===== config.mk =====
export PLATFORM = sky130hd
export DESIGN_NAME = spike_rate_decoder_flat
export DESIGN_NICKNAME = d
export VERILOG_FILES = /design/src/rtl/spike_rate_decoder_if.sv /design/src/rtl/spike_rate_decoder.sv /design/src/flat_wrapper.sv
export SDC_FILE = /design/constraint.sdc
export NUM_CORES = 1
export LEC_CHECK = 0
export BUFFER_PORTS_ARGS = -buffer_cell sky130_fd_sc_hd__buf_2
export CAP_MARGIN = 20
export CORE_UTILIZATION = 40
export CTS_CLUSTER_SIZE = 12
export DETAILED_ROUTE_END_ITERATION = 10
export SYNTH_ARGS = -nofsm -noshare
export SYNTH_HDL_FRONTEND = slang
export SYNTH_SLANG_ARGS = --single-unit

===== constraint.sdc =====
create_clock -name clk -period 3.2 [get_ports clk]
set_input_delay 0.64 -clock clk [delete_from_list [all_inputs] [get_ports clk]]
set_output_delay 0.64 -clock clk [all_outputs]
set_load 0.005 [all_outputs]

===== src/rtl/spike_rate_decoder_if.sv =====
// Host-side readout bus of the spike rate decoder.
// Carries the channel select, the frame handshake and the status flags.
interface spike_rate_decoder_if #(
    parameter int NCH = 4,
    parameter int CW  = 8
);
    localparam int SW = (NCH > 1) ? $clog2(NCH) : 1;

    logic [SW-1:0] rd_sel;
    logic          frame_ack;
    logic [CW-1:0] rate_out;
    logic          frame_valid;
    logic          overrun;
    logic          busy;

    // host side
    modport master (
        output rd_sel, frame_ack,
        input  rate_out, frame_valid, overrun, busy
    );

    // decoder side
    modport slave (
        input  rd_sel, frame_ack,
        output rate_out, frame_valid, overrun, busy
    );
endinterface


===== src/rtl/spike_rate_decoder.sv =====
// Spike rate decoder: counts spikes per channel over a programmable window,
// latches completed windows into a shadow bank and exposes them through a
// time-multiplexed readout with a valid/ack handshake and an overrun flag.
//
// state   | meaning
// --------+-----------------------------------------------------------
// S_IDLE  | no window running; waits for enable
// S_COUNT | window in progress; live counters accumulate spikes
module spike_rate_decoder #(
    parameter int NCH   = 4,
    parameter int CW    = 8,
    parameter int WIN_W = 8
) (
    input  logic             clk,
    input  logic             rst,
    input  logic             enable,
    input  logic [WIN_W-1:0] win_len,
    input  logic [NCH-1:0]   spike_in,
    spike_rate_decoder_if.slave bus
);
    localparam int SW = (NCH > 1) ? $clog2(NCH) : 1;

    typedef enum logic {
        S_IDLE,
        S_COUNT
    } state_t;

    state_t           r_state;
    logic [WIN_W-1:0] r_len_q;
    logic [WIN_W-1:0] r_win_cnt;
    logic [CW-1:0]    r_live   [NCH];
    logic [CW-1:0]    r_shadow [NCH];
    logic             r_frame_valid;
    logic             r_overrun;
    logic             r_busy;

    logic [WIN_W-1:0] w_len_eff;
    logic             w_last;
    logic [CW-1:0]    w_live_next [NCH];
    logic [CW-1:0]    w_rd_tbl [2**SW];

    // A zero window length is run as a single-cycle window.
    assign w_len_eff = (win_len == '0) ? WIN_W'(1) : win_len;
    assign w_last    = (r_win_cnt == r_len_q - 1'b1);

    // Saturating increment of each live counter by this cycle's spike.
    always_comb begin
        for (int i = 0; i < NCH; i++) begin
            w_live_next[i] = r_live[i];
            if (spike_in[i] && (r_live[i] != '1)) begin
                w_live_next[i] = r_live[i] + 1'b1;
            end
        end
    end

    // Readout table padded to a power of two so out-of-range selects read 0.
    for (genvar g = 0; g < 2**SW; g++) begin : g_rd
        if (g < NCH) begin : g_ch
            assign w_rd_tbl[g] = r_shadow[g];
        end else begin : g_pad
            assign w_rd_tbl[g] = '0;
        end
    end

    assign bus.rate_out    = w_rd_tbl[bus.rd_sel];
    assign bus.frame_valid = r_frame_valid;
    assign bus.overrun     = r_overrun;
    assign bus.busy        = r_busy;

    // Window sequencing FSM, counters, shadow bank and handshake flags.
    always_ff @(posedge clk or posedge rst) begin
        if (rst) begin
            r_state       <= S_IDLE;
            r_len_q       <= '0;
            r_win_cnt     <= '0;
            r_frame_valid <= 1'b0;
            r_overrun     <= 1'b0;
            r_busy        <= 1'b0;
            for (int i = 0; i < NCH; i++) begin
                r_live[i]   <= '0;
                r_shadow[i] <= '0;
            end
        end else begin
            // An ack retires the pending frame; a close in the same cycle
            // re-raises frame_valid below, so the new frame wins.
            if (bus.frame_ack && r_frame_valid) begin
                r_frame_valid <= 1'b0;
                r_overrun     <= 1'b0;
            end

            case (r_state)
                S_IDLE: begin
                    if (enable) begin
                        r_state   <= S_COUNT;
                        r_busy    <= 1'b1;
                        r_len_q   <= w_len_eff;
                        r_win_cnt <= '0;
                        for (int i = 0; i < NCH; i++) begin
                            r_live[i] <= '0;
                        end
                    end
                end

                S_COUNT: begin
                    if (w_last) begin
                        // Close: the last cycle's spikes are part of this frame,
                        // even if enable drops in that same cycle.
                        for (int i = 0; i < NCH; i++) begin
                            r_shadow[i] <= w_live_next[i];
                            r_live[i]   <= '0;
                        end
                        r_frame_valid <= 1'b1;
                        if (r_frame_valid && !bus.frame_ack) begin
                            r_overrun <= 1'b1;
                        end
                        r_win_cnt <= '0;
                        r_len_q   <= w_len_eff;
                        r_state   <= enable ? S_COUNT : S_IDLE;
                        r_busy    <= enable;
                    end else if (!enable) begin
                        // Abort: partial counts are discarded, no frame.
                        r_state   <= S_IDLE;
                        r_busy    <= 1'b0;
                        r_win_cnt <= '0;
                        for (int i = 0; i < NCH; i++) begin
                            r_live[i] <= '0;
                        end
                    end else begin
                        r_win_cnt <= r_win_cnt + 1'b1;
                        for (int i = 0; i < NCH; i++) begin
                            r_live[i] <= w_live_next[i];
                        end
                    end
                end

                default: begin
                    r_state <= S_IDLE;
                    r_busy  <= 1'b0;
                end
            endcase
        end
    end
endmodule


===== src/flat_wrapper.sv =====
// flat-port wrapper written by rule: the top's interface ports become plain ports
module spike_rate_decoder_flat 
#(
    parameter int NCH   = 4,
    parameter int CW    = 8,
    parameter int WIN_W = 8
)
  (clk, rst, enable, win_len, spike_in, bus_rd_sel, bus_frame_ack, bus_rate_out, bus_frame_valid, bus_overrun, bus_busy);
  spike_rate_decoder_if #(.NCH(NCH), .CW(CW)) bus_i ();
  input  logic clk;
  input  logic rst;
  input  logic enable;
  input  logic [WIN_W-1:0] win_len;
  input  logic [NCH-1:0] spike_in;
  input wire logic [$bits(bus_i.rd_sel)-1:0] bus_rd_sel;
  input wire logic [$bits(bus_i.frame_ack)-1:0] bus_frame_ack;
  output wire logic [$bits(bus_i.rate_out)-1:0] bus_rate_out;
  output wire logic [$bits(bus_i.frame_valid)-1:0] bus_frame_valid;
  output wire logic [$bits(bus_i.overrun)-1:0] bus_overrun;
  output wire logic [$bits(bus_i.busy)-1:0] bus_busy;
  assign bus_i.rd_sel = bus_rd_sel;
  assign bus_i.frame_ack = bus_frame_ack;
  assign bus_rate_out = bus_i.rate_out;
  assign bus_frame_valid = bus_i.frame_valid;
  assign bus_overrun = bus_i.overrun;
  assign bus_busy = bus_i.busy;
  spike_rate_decoder #(.NCH(NCH), .CW(CW), .WIN_W(WIN_W)) u_core (.clk(clk), .rst(rst), .enable(enable), .win_len(win_len), .spike_in(spike_in), .bus(bus_i));
endmodule

==> results.ini <==
[setup_path]
arrival_ns = 2.84
worstSetupPathType = reg -> reg
startpoint_type = flip-flop
critPathMaxFanout = 63
reg2regPathDepth = 8
end_kind = flip-flop
cp.required_ns = 3.43
rrSetupSlack_ns = 0.59

[power]
p_sw_share_pct = 26.6
power_leakage_nw = 2.17
comb_power_share_pct = 14.7
ir_drop_v = 0.000372
pwr-share-clk_pct = 37.0
cell_internal_pwr_mw = 2.02
power.switching_mw = 0.731
pwr-share-seq_pct = 48.4
power.density_nw_per_um2 = 539

[logic_synthesis]
syn_nets = 495
synth_cell_types = 58
synth_area_sq_um = 4560
ys_seq_area_share_pct = 46.1
synth-edff-count = 0
synth-main-ff-cell = dfrtp_1
synthArstFlopShare_pct = 100
netlist_instances = 471
synth-seq-cells = 84
synth.avg_cell_area_sq_um = 9.69
yosys_warnings = 0

[routing]
vias = 3550
routedWlPerCell_um = 16.4
wl_um = 10400
route.detailed.drc = 0
ant_nets = 0
dr.pass1.iters = 5
drtIter0Drc = 160
viasPerCell = 5.60

[die]
die_y_um = 109
num_rows = 38
initial_core_util_pct = 41.5
ios = 29
die_area_sq_um = 11800
die_x_um = 109
coreArea_sq_um = 11000

[sta]
worst_pin_slew_ns = 0.913
period_minus_slack_ns = 2.61
finClkSkew_ns = 0.00889
hold_viol_final = 0
slew_headroom_pct = 39.0
slew_violations = 0
timing.fmax_mhz = 383
setup_viol = 0
timing.final.crit_share_pct = 81.7
rsz0062_at_grt = no
setup_tns_ns = 0

[finish]
final_common_cell = dfrtp_1
mostFrequentLayoutCells = 84 x dfrtp_1, 80 x nand2_1, 48 x o21ai_0
fin_nets = 513
multi_input_area_sq_um = 2320
syn_to_final_growth_pct = 12.0
drive_above_1_share_pct = 16.0
stdcell_area_sq_um = 5110
num-fill-cells = 1047
diodes = 0
ff_latch_area_sq_um = 2100

[clock_tree]
htreeDepth = 3
cts_tree = done
cts_resized = 0
cts_max_path_buffers = 2
clock_latency_ns = 0.34
cts_hold_buf = 0
clk_pin_slew_worst_paths_ns = 0.06
cts_sinks = 84
cts_buffers = 9
clockRootBuffer = clkbuf_16
post_cts_buffers = 0

[global_route]
use_met2_pct = 31.6
met1_usage_pct = 26.0
grt_max_degree = 64
use_met3_pct = 4.90
track_usage_pct = 19.8
grt_pass1_vias = 3570
overflow = 0
grt_pass1_wl_um = 17700
busiest_layer = met2
antenna_found_initial = 0

[placement]
placed_cell_area_sq_um = 4820
io_buffers = 28
routabilityCongestion = 0.835
dp_hpwl_um = 7210

[flow_run]
maxCapViolations = 0

[worst_hold_path]
hold_path_class = in -> async

[run_status]
status = finished clean

-- layer usage --
layer / wire length, um / part of all wire [%]
met5: 0 / 0
met4: 194 / 1.9
met3: 330 / 3.2
met2: 4890 / 47
met1: 4980 / 48
-- critical path, stage by stage (launching register included) --
cell      delay [ns]
dfrtp_1         0.43
inv_1           0.11
ha_1            0.23
or3b_2          0.46
nor2_1          0.11
a32oi_1         0.10
a2111o_2        0.41
buf_4           0.30
mux2_2          0.33
-- cells by family (layout without fill, tap and decap cells) --
| group | count (synthesis) | count (layout) | synth area share, % |
|---|---|---|---|
| xor gates and xnor gates | 25 | 25 | 4.80 |
| adders and majority gates | 6 | 6 | 1.65 |
| and+or+nand+nor | 186 | 186 | 19.9 |
| AOI/OAI and AO/OA | 109 | 109 | 16.5 |
| buffers and inverters | 37 | 60 | 3.37 |
| muxes | 24 | 24 | 7.73 |
| DFF | 84 | 84 | 46.1 |
-- stage by stage --
step	setup WS [ns]	power (mW)	cells	hold slack (ns)	utilization [%]
floorplan	0.395	1.60	471	0.445	-
finish	0.586	2.75	634	0.412	46.5
global route	0.465	2.91	634	0.483	46.5
CTS	0.598	2.79	634	0.437	46.5
global placement	0.647	1.75	618	0.460	43.9
detailed placement	0.607	1.76	618	0.469	43.9
-- state kept, by name, indices dropped and copies added (netlist names), named ones only --
signal / cells
u_core.r_win_cnt: 8
u_core.r_state: 1
u_core.r_len_q: 8
u_core.bus.busy: 1
u_core.r_shadow: 32
u_core.bus.frame_valid: 1
u_core.r_live: 32
-- cell type report --
class                      count  share of cell area, %
multi-input combinational    350                   45.4
sequential                    84                   41.1
clock buffer                  11                   4.56
timing repair buffer          35                   3.77
tap                          140                   3.43
clock inverter                 5                   1.03
inverter                       9                  0.686
-- final timing paths --
kind,from,to
worst min register to register,u_core.r_shadow[12],u_core.r_shadow[12]
worst max register to register,u_core.r_len_q[0],u_core.r_shadow[23]
worst min-delay path,rst,u_core.r_live[24]
min in group clk,u_core.r_shadow[12],u_core.r_shadow[12]
max in group asynchronous,rst,u_core.r_shadow[14]
worst max-delay path,u_core.r_len_q[0],u_core.r_shadow[23]
-- power by group through the flow --
stage	sequential [mW]	clock, mW	combinational [mW]
finish	1.33	1.02	0.403
global route	1.35	1.09	0.467
CTS	1.33	1.05	0.411
detailed placement	1.35	0	0.409
global placement	1.35	0	0.402
floorplan	1.30	0	0.299
-- synthesized netlist by cell type (6+ instances only) --
| library cell | instances | area share, % |
|---|---|---|
| o21ai_0 | 48 | 5.3 |
| mux4_2 | 8 | 3.9 |
| ha_1 | 6 | 1.6 |
| nand2_1 | 80 | 6.6 |
| nand3_1 | 12 | 1.3 |
| xor2_1 | 12 | 2.3 |
| xnor2_1 | 13 | 2.5 |
| o31ai_1 | 8 | 1.3 |
| nor3_1 | 11 | 1.2 |
| nor2_1 | 24 | 2.0 |
| inv_1 | 9 | 0.74 |
| a22o_1 | 8 | 1.5 |
| dfrtp_1 | 84 | 46 |
| mux2i_1 | 6 | 1.3 |
| mux2_2 | 10 | 2.5 |
| nor4_1 | 6 | 0.82 |
| clkbuf_1 | 21 | 1.7 |
| and2_1 | 6 | 0.82 |
| nand4_1 | 13 | 1.8 |
| nand2b_1 | 6 | 0.82 |
Note: power is estimated with default switching activity, not from simulation.
